$ cat src/rtl/counter_pkg.sv
// counter_pkg: shared types and helpers for mod_updown_counter.
//   state_e    - FSM encoding (IDLE/RUN/DONE)
//   DIR_UP/DN  - values of the `up` direction input
//   next_count - next count value and terminal flag for one counting step
package counter_pkg;

    localparam int unsigned CNT_W = 32;

    typedef enum logic [1:0] {
        ST_IDLE = 2'b00,
        ST_RUN  = 2'b01,
        ST_DONE = 2'b10
    } state_e;

    localparam logic DIR_UP   = 1'b1;
    localparam logic DIR_DOWN = 1'b0;

    typedef struct packed {
        logic             term;
        logic [CNT_W-1:0] val;
    } step_t;

    localparam logic [CNT_W-1:0] ONE = CNT_W'(1);

    // cur is always in 0..modulus-1, so neither branch ever forms a value
    // above modulus-1 (cur+1 is only taken when cur < modulus-1).
    function automatic step_t next_count(input logic [CNT_W-1:0] cur,
                                         input logic             up,
                                         input logic [CNT_W-1:0] modulus,
                                         input logic             sat);
        step_t r;
        r.term = 1'b0;
        r.val  = cur;
        if (up == DIR_UP) begin
            if (cur == modulus - ONE) begin
                r.term = 1'b1;
                r.val  = sat ? cur : '0;
            end else begin
                r.val = cur + ONE;
            end
        end else begin
            if (cur == '0) begin
                r.term = 1'b1;
                r.val  = sat ? '0 : modulus - ONE;
            end else begin
                r.val = cur - ONE;
            end
        end
        return r;
    endfunction

endpackage

$ cat src/rtl/udcnt_fsm.sv
// udcnt_fsm: IDLE/RUN/DONE control for mod_updown_counter.
//   clk_i, rst_ni        - clock, async active-low reset
//   start_i, stop_i      - run requests (stop wins)
//   load_i               - parallel load strobe (leaves DONE for IDLE)
//   en_i                 - raw count enable
//   oneshot_i, term_i    - one-shot mode, terminal event this cycle
//   cnt_en_o             - count qualifier (RUN and en)
//   busy_o, done_o       - state flags, decoded from the state register
module udcnt_fsm
    import counter_pkg::*;
(
    input  logic clk_i,
    input  logic rst_ni,
    input  logic start_i,
    input  logic stop_i,
    input  logic load_i,
    input  logic en_i,
    input  logic oneshot_i,
    input  logic term_i,
    output logic cnt_en_o,
    output logic busy_o,
    output logic done_o
);

    state_e state_q, state_d;

    always_ff @(posedge clk_i or negedge rst_ni) begin
        if (!rst_ni) begin
            state_q <= ST_IDLE;
        end else begin
            state_q <= state_d;
        end
    end

    always_comb begin
        state_d  = state_q;
        cnt_en_o = 1'b0;
        busy_o   = 1'b0;
        done_o   = 1'b0;
        case (state_q)
            ST_IDLE: begin
                if (start_i && !stop_i) state_d = ST_RUN;
            end
            ST_RUN: begin
                busy_o   = 1'b1;
                cnt_en_o = en_i;
                if (stop_i)                      state_d = ST_IDLE;
                else if (term_i && oneshot_i)    state_d = ST_DONE;
            end
            ST_DONE: begin
                done_o = 1'b1;
                if (stop_i || load_i) state_d = ST_IDLE;
                else if (start_i)     state_d = ST_RUN;
            end
            default: state_d = ST_IDLE;
        endcase
    end

endmodule

$ cat src/rtl/mod_updown_counter.sv
// mod_updown_counter: modulo-MODULUS up/down counter with load, run/stop
// and one-shot control. All outputs are registered.
//   clk, reset (async, active low)
//   en, up, load, load_val, start, stop, oneshot - controls
//   q    - count, wrap - one-cycle terminal-event pulse
//   busy - RUN state, done - DONE state
// Build option: UDCNT_SATURATE_EN makes the count hold at the end of range
// instead of wrapping; the overrun attempt is still a terminal event.
module mod_updown_counter
    import counter_pkg::*;
#(
    parameter int unsigned WIDTH   = 4,
    parameter int unsigned MODULUS = 16
) (
    input  logic             clk,
    input  logic             reset,
    input  logic             en,
    input  logic             up,
    input  logic             load,
    input  logic [WIDTH-1:0] load_val,
    input  logic             start,
    input  logic             stop,
    input  logic             oneshot,
    output logic [WIDTH-1:0] q,
    output logic             wrap,
    output logic             busy,
    output logic             done
);

    if (WIDTH < 1 || WIDTH > 31 || MODULUS < 2 ||
        64'(MODULUS) > (64'd1 << WIDTH)) begin : g_bad_param
        $error("mod_updown_counter: illegal WIDTH/MODULUS combination");
    end

`ifdef UDCNT_SATURATE_EN
    localparam logic SATURATE = 1'b1;
`else
    localparam logic SATURATE = 1'b0;
`endif

    localparam int unsigned      W1     = WIDTH + 1;
    localparam logic [W1-1:0]    MOD_W1 = W1'(MODULUS);
    localparam logic [WIDTH-1:0] Q_MAX  = WIDTH'(MODULUS - 1);

    logic [WIDTH-1:0] q_q, q_d;
    logic             wrap_q, wrap_d;
    logic             cnt_en, term;
    logic [WIDTH-1:0] load_clamped;
    step_t            step;

    udcnt_fsm u_fsm (
        .clk_i     (clk),
        .rst_ni    (reset),
        .start_i   (start),
        .stop_i    (stop),
        .load_i    (load),
        .en_i      (en),
        .oneshot_i (oneshot),
        .term_i    (term),
        .cnt_en_o  (cnt_en),
        .busy_o    (busy),
        .done_o    (done)
    );

    always_comb begin
        step         = next_count(CNT_W'(q_q), up, CNT_W'(MODULUS), SATURATE);
        load_clamped = ({1'b0, load_val} >= MOD_W1) ? Q_MAX : load_val;
        // A load suppresses the terminal event, so it cannot pulse wrap
        // nor push a one-shot run into DONE.
        term   = cnt_en & ~load & step.term;
        q_d    = q_q;
        wrap_d = term;
        if (load) begin
            q_d = load_clamped;
        end else if (cnt_en) begin
            q_d = WIDTH'(step.val);
        end
    end

    always_ff @(posedge clk or negedge reset) begin
        if (!reset) begin
            q_q    <= '0;
            wrap_q <= 1'b0;
        end else begin
            q_q    <= q_d;
            wrap_q <= wrap_d;
        end
    end

    assign q    = q_q;
    assign wrap = wrap_q;

endmodule

$ cat config.mk
export PLATFORM = sky130hd
export DESIGN_NAME = mod_updown_counter
export DESIGN_NICKNAME = d
export VERILOG_FILES = /design/src/rtl/counter_pkg.sv /design/src/rtl/udcnt_fsm.sv /design/src/rtl/mod_updown_counter.sv
export SDC_FILE = /design/constraint.sdc
export NUM_CORES = 1
export LEC_CHECK = 0
export CORE_AREA = 2 2 39 41
export CTS_BUF_LIST = sky130_fd_sc_hd__clkbuf_4
export DETAILED_ROUTE_END_ITERATION = 10
export DIE_AREA = 0 0 41 43
export GPL_TIMING_DRIVEN = 0
export PLACE_DENSITY = 0.69
export SYNTH_ARGS = -nofsm -noshare
export SYNTH_HDL_FRONTEND = slang
export SYNTH_SLANG_ARGS = --single-unit
$ cat constraint.sdc
create_clock -name clk -period 5.51 [get_ports clk]
set_clock_uncertainty 0.2 [all_clocks]
set_input_delay 1.102 -clock clk [delete_from_list [all_inputs] [get_ports clk]]
set_output_delay 1.102 -clock clk [all_outputs]
set_load 0.005 [all_outputs]
After elaboration in Yosys (flattened, before gate mapping)
Cells that the tools add are included.
Storage, ports and cells
  register bits: 7
Operators by class
  add/subtract/negate cells: 2
  equal/unequal tests: 6
  mux-type cells: 16
  bitwise operators: 3
  reduce and logical (&&, ||, !) cells: 8
Operators by type and width (number)
  $mux W33: 1
  $mux W32: 1
  $mux W2: 5
  $mux W4: 2
  $ne A3 B2 Y1 const B: 2
  $pmux W2 S3: 1
  $add A4 B1 Y5 const B: 1
  $mux W1: 5
  $mux W5: 1
  $sub A4 B1 Y5 const B: 1
  $eq A4 B4 Y1 const B: 1
  $logic_not A4 Y1: 1
  $reduce_and A3 Y1: 1
  $and A1 B1 Y1: 2
  $eq A2 B1 Y1 const B: 1
  $eq A2 B2 Y1 const B: 1
  $logic_and A1 B1 Y1: 2
  $logic_not A2 Y1: 1
  $ne A2 B1 Y1 const B: 1
  $reduce_bool A2 Y1: 1
  $logic_not A1 Y1: 1
  $logic_or A1 B1 Y1: 1
  $not A1 Y1: 1

Logic depth before layout (Yosys ltp)
  word-level depth: 8
  mapped depth: 6
  mapped depth without buffers: 6

Hierarchy
From an unflattened synthesis, not the netlist that was laid out.
Second synthesis, totals
  cell total of the unflattened synthesis: 50
  area, all modules: 460.4 um2
By module, submodules not included
  mod_updown_counter: instances 1, cells an instance 38, area an instance 342.8 um2, sequential area each 125.1 um2
  udcnt_fsm: instances 1, cells an instance 12, area an instance 117.6 um2, sequential area each 50.0 um2

Worst setup path before layout
No wires, ideal clock.
  kind: input-to-reg
  start: in up
  end: reg u_fsm.state_q[0]
  library setup time: 0.128 ns
  arrival time: 2.024 ns
  slack: 3.158 ns
  stages on the path: 4
  path buffers: 0
  cells stage by stage: or4b_1 a211oi_2 and2_2 o41ai_1
Between the ends
  cells in the longest elaborated chain, start to end: 5
RTL lines
  start, declared: RTL line mod_updown_counter.sv:18  | input logic up,
  $mux W33: RTL line counter_pkg.sv:34  | if (up == DIR_UP) begin
  $and A1 B1 Y1: RTL line mod_updown_counter.sv:70  | term = cnt_en & ~load & step.term;
  via term: RTL line mod_updown_counter.sv:47  | logic cnt_en, term;
  $logic_and A1 B1 Y1: RTL line udcnt_fsm.sv:48  | else if (term_i && oneshot_i) state_d = ST_DONE;
  $ne A3 B2 Y1 (no line)
  $reduce_and A3 Y1 (no line)
  end signal, assigned: RTL line udcnt_fsm.sv:31  | state_q <= state_d;
  end, declared: RTL line udcnt_fsm.sv:25  | state_e state_q, state_d;
The timed path passes the listed nets, and every way through them passes these cells.
A chain may end at the register's enable or synchronous reset.

Final worst setup path
Same ends and word-level chain as after synthesis.

==> flow_summary_export.csv <==
group,metric,value,unit
timing,rsz0062_at_grt,"no",
clock_network,root_buffer,"clkbuf_4",
place,dp.cells,87,
floorplanning,start_util,0.3490,
yosys,ys_types,30,
critical_path,critical_path_class,"in -> reg",
global_routing,grt_pass1_wl,1635,um
critical_path,max_stage_delay,530,ps
yosys,yosysWarningCount,0,
clock_network,cts.path.max_buffers,2,
floorplanning,ioPinCount,19,
clock_network,cts_tree,"built",
routing,ant_nets,0,
floorplanning,num_rows,14,
clock_network,cts.sinks,7,
global_routing,grt_overflow,0,
place,place.port_buffers,18,
routing,route.detailed.drc,0,
routing,via_per_inst,5.033,
yosys,netlist_instances,53,
critical_path,worstRegToRegCells,6,
floorplanning,core,1384,um^2
timing,setup_viol,0,
final_layout,nFillCells,139,
place,place_congestion,0.7265,
routing,vias,458,
routing,wl,996,um
timing,relSlewSlack,0.7413,
hold_path,hold_class,"reg -> reg",
floorplanning,die_w,41,um
global_routing,grt_start_max_net_pins,11,
final_layout,area_delta_synth_final,47.67,%
clock_network,cts-htree-levels,1,
final_layout,multiInputGateArea,289.0,um^2
power,power_density,228.4,nW/um^2
floorplanning,die_area,1763,um^2
flow_run,max-cap-violations,0,
critical_path,critPathTopFamily,"simple AND/OR/NAND/NOR gates",
clock_network,path_clk_slew,50,ps
final_layout,finalNonFillerCells,91,
timing,slew_viol_final,0,
critical_path,endpoint_kind,"flop",
routing,first_iter_violations,2,
clock_network,hold_buffers,0,
timing,fmax,0.3647,GHz
clock_network,post_cts_buffers,0,
timing,hold_viol,0,
global_routing,antenna_found_initial,0,
yosys,async_flop_share,1.000,
hold_path,whs_path_depth,1,
clock_network,cts_resized,0,
global_routing,grt_pass1_vias,372,
yosys,syn-num-nets,67,
critical_path,cp-start-kind,"input pin",
yosys,yosysSeqAreaShare,0.3627,
yosys,ys.flop_type,"dfrtp_1",
timing,setup_tns,0,ps
timing,tightest_slew,388.1,ps
routing,avgRoutedWirePerCell,10.95,um
floorplanning,dieHeight,43,um
final_layout,nets,90,
clock_network,cts_buffers,3,
critical_path,arrival,2670,ps
global_routing,grt_usage,0.1402,
critical_path,critical_path_buf_inv_count,1,
power,ir_drop,110.0,uV
timing,fin_crit_sh,0.4977,
final_layout,antenna_cells,0,
routing,drtPass1Iterations,2,
place,dp_slack,2490,ps
critical_path,worstPathRequired,5440,ps
final_layout,drive_gt1_frac,0.1467,
critical_path,cp.depth,5,
timing,fin_ws,2768,ps
timing,hold_slack,374.9,ps
outcome,status,"complete, no violations",
final_layout,post-route-util,0.5154,
final_layout,regArea,175.2,um^2
yosys,avgSynthCellArea,9.113,um^2
yosys,netlist_area,483.0,um^2
yosys,synth_edf_count,0,
critical_path,crit_fanout,6,
clock_network,clkLatencyLatePin,250,ps
timing,fin_crit,2742,ps
critical_path,cp_slowest_cell,"clkdlybuf4s50_1",
power,leakage,0.2926,nW
critical_path,crit_chain,"clkdlybuf4s50_1, or4b_1, a211oi_2, and2_2, o41ai_1",
yosys,synth_seq_cells,7,
-- cell families after synthesis --
logic type | after synthesis | share of synthesized area
DFF | 7 | 0.3627
buffers and inverters | 5 | 0.03884
and+or+nand+nor | 21 | 0.2643
adders and majority gates | 2 | 0.05181
AOI/OAI and AO/OA | 13 | 0.1839
xor gates and xnor gates | 3 | 0.05441
muxes | 2 | 0.04404
-- layout make-up --
| type | instances | area share |
|---|---|---|
| multi-input cells | 41 | 0.4053 |
| repair buffers | 18 | 0.2526 |
| flip-flops and latches | 7 | 0.2456 |
| clock buffers | 4 | 0.04211 |
| well taps | 16 | 0.02807 |
| inverters | 4 | 0.02105 |
| plain buffers | 1 | 0.005263 |
-- through the flow --
| stage | area [um^2] | power (mW) |
|---|---|---|
| after floorplan | 483.0 | 0.08877 |
| after global placement | 683.2 | 0.1125 |
| after detailed placement | 683.2 | 0.1131 |
| after CTS | 713.2 | 0.1661 |
| after global routing | 713.2 | 0.1748 |
| final | 713.2 | 0.1629 |
-- where the power goes --
part / internal [mW] / switching, mW
clock network: 0.0325 / 0.0182
logic: 0.0293 / 0.0194
registers: 0.0563 / 0.00720
total: 0.118 / 0.0448
-- sequential cells by signal (all words and copies together), names as in the netlist --
name,cells
q,4
wrap,1
u_fsm.state_q,2
-- worst paths after layout --
path,startpoint,end,slack (ps)
worst max-delay path,up,u_fsm.state_q[0],2770
worst min-delay path,u_fsm.state_q[1],u_fsm.state_q[0],370
worst max register to register,q[0],u_fsm.state_q[0],3490
worst min register to register,u_fsm.state_q[1],u_fsm.state_q[0],370
max in group asynchronous,reset,q[2],3970
min in group asynchronous,reset,q[0],910
-- Yosys cell counts, types with 2 or more instances --
master | number | share of area
nand2_1 | 3 | 0.023
nor2b_1 | 2 | 0.026
nand3_1 | 2 | 0.021
inv_1 | 4 | 0.031
a21oi_1 | 3 | 0.031
nor2_1 | 4 | 0.031
xnor2_1 | 2 | 0.036
ha_1 | 2 | 0.052
dfrtp_1 | 7 | 0.36
o21ai_0 | 4 | 0.041
-- per-layer routing --
layer / up-vias / wire length (um) / GRT usage
li1: 234 / - / -
met1: 209 / 450 / 0.1839
met2: 13 / 464 / 0.1906
met3: 2 / 70 / 0.03665
met4: 0 / 11 / 0.1000
met5: - / 0 / 0
-- placed cells by master, fill, tap and decap left out, types with 2 or more instances in the layout --
cell type        count
clkbuf_4             4
nor2b_1              2
a21oi_1              3
inv_1                4
clkdlybuf4s50_1     18
nor2_1               4
xnor2_1              2
ha_1                 2
nand2_1              3
dfrtp_1              7
o21ai_0              4
nand3_1              2
-- worst reg2reg max path, cell delays in order, from the launching register on --
cell,delay [ps]
dfrtp_1,410
inv_1,120
ha_1,200
or4b_1,460
a211oi_2,260
and2_2,190
o41ai_1,60
(Power assumes the default switching activity.)
==> patch (same settings) <==
Add a define of `UDCNT_SATURATE_EN`.
--- a/src/rtl/mod_updown_counter.sv
+++ b/src/rtl/mod_updown_counter.sv
@@ -7,4 +7,6 @@
 // Build option: UDCNT_SATURATE_EN makes the count hold at the end of range
 // instead of wrapping; the overrun attempt is still a terminal event.
+`define UDCNT_SATURATE_EN
+
 module mod_updown_counter
     import counter_pkg::*;
Formal check against the unedited RTL: not equivalent (a bounded check fails within 4 cycles, from zero or initial values and one cycle with reset low).
==> patch against the unedited design <==
Sequential cell count unchanged. Routed wire length grew 19%. Sequential power about the same. Worst setup slack better by 0.0018 ns. Combinational power is 54% higher. Area after synthesis grew 19%. Final area grew 10%. Total power is 16% higher. Largest cell class unchanged.
==> patch: results (changes against the unedited design) <==
Outcome
  • Status: finished, final reports clean

Min path
  • Hold WC Path Type: reg2reg
  • Worst Hold Launch: u_fsm.state_q[1]$_DFFE_PN0P_
  • WHS Path Cells: 2 (+1)

Pwr
  • Leak: 0.326 nW (+11%)
  • Max IR drop VDD: 122 uV (+11%)

Clock network
  • Number of buffers created by CTS: 3 (unchanged)
  • Clock Latency Late Sink: 0.25 ns (about the same)
  • Post-CTS sizing: 0 (unchanged)
  • H-tree depth: 1 (unchanged)
  • Root Buffer: clkbuf_4
  • Setup bufs post-CTS: 0 (unchanged)

Placement
  • Detail Placement HPWL: 927 um
  • Port bufs: 16 (-2)
  • Placed cell area: 756 sq um (+11%)
  • Routability cong.: 0.779 (+7.3%)
  • Placed Cells: 89 (+2.3%)
  • Worst slack, placed: 3.02 ns (+0.533 ns)

Yosys
  • Syn_nets: 71 (+6.0%)
  • Synth warn: 0 (unchanged)
  • Main synth FF type: dfrtp_1
  • Post-synthesis adder-cell area fraction: 0.0435 (-0.00834)
  • Top cells by count, synth: dfrtp_1, nor2_1, a21oi_1
  • FFs w/ async S/R, synth: 1.00 (unchanged)
  • Mux contribution to synthesized area: 0.0348 (-0.00926)
  • Cells after Synth: 57 (+7.5%)
  • Synth top area cells: dfrtp_1, ha_1, nor4b_4
  • Sequential fraction of the synthesis area: 0.304 (-0.0583)
  • Post-synthesis xor/xnor area fraction: 0 (-0.0544)
  • Cell variety after synth: 32 (+6.7%)
  • Synth Area in Compound Gates: 0.278 (+0.0943)

Cells and area
  • Total Nets Final: 92 (+2.2%)
  • Share of layout cells above drive strength 1: 0.208 (+0.0611)
  • Antenna diodes: 0 (unchanged)
  • Largest register FFs: 4 (unchanged)

GRT
  • Global-route wire length before repair: 1900 um (+16%)
  • Initial antenna violation count: 0 (unchanged)
  • Largest net degree at the start of global routing: 11 (unchanged)
  • GRT Overall Usage: 0.165 (+0.0247)
  • Vias in the first global route: 456 (+23%)

Critical path
  • Crit path DAT: 1.44 ns (-1.23 ns)
  • CP startpoint: u_fsm.state_q[1]$_DFFE_PN0P_
  • CP Max Fanout: 5 (-1)
  • R2R depth: 5 (-1)

Route
  • DRT Pass-1 Iters: 4 (+2)
  • Vias per cell: 5.34 (+6.2%)
  • DRT iter0 DRCs: 11 (+9)
  • Final wirelength: 1190 um (+19%)
  • DR WL/cell: 12.8 um (+17%)

Timing
  • Worst Tran Pin Value: 0.335 ns (-0.0533 ns)
-- patch: changes by cell type in the layout (fill, tap and decap cells not counted), moves of 2 or more --
cell	unedited run	this run
a21o_1	0	3
o21ai_0	4	1
a22o_1	0	2
buf_6	0	2
clkdlybuf4s50_1	18	16
inv_1	4	2
nand3_1	2	0
nand3b_1	0	2
xnor2_1	2	0
-- patch: path summary, 6_finish.rpt --
check / slack [ns] / to
max: 2.77 / busy
min: 0.40 / u_fsm.state_q[1]$_DFFE_PN0P_
max reg2reg: 3.63 / q[1]$_DFFE_PN0P_
min reg2reg: 0.40 / u_fsm.state_q[1]$_DFFE_PN0P_
max in group asynchronous: 3.94 / q[1]$_DFFE_PN0P_
min in group asynchronous: 0.92 / u_fsm.state_q[1]$_DFFE_PN0P_
-- patch: per-layer routing --
layer  track usage  vias up  share of wire
met5             0        -              0
met4        0.0400        0              0
met3        0.0785        0          0.057
met2         0.259       16           0.49
met1         0.195      227           0.45
li1              -      254              -
-- patch: where the power goes --
group          internal, mW  switching [mW]
registers            0.0569         0.00666
clock network        0.0325          0.0187
logic                0.0405          0.0344
-- patch: critical path: stages (launching register included) --
cell and delay, ns:
dfrtp_1 0.40, and2b_4 0.29, clkdlybuf4s50_1 0.50
-- patch: area by class of cell --
cell class,instances,area [sq um]
Multi-Input combinational cell,44,358
Tap cell,16,20.0
Buffer,4,35.0
Timing Repair Buffer,16,160
Sequential cell,7,175
Clock buffer,4,30.0
Fill cell,136,598
Inverter,2,7.51
-- patch: cells by family after synthesis --
logic type / after synthesis
flip-flops: 7
AO/OA/AOI/OAI: 20
AND/OR/NAND/NOR: 20
buffers and inverters: 6
multiplexers: 2
adder cells (fa/ha/maj): 2
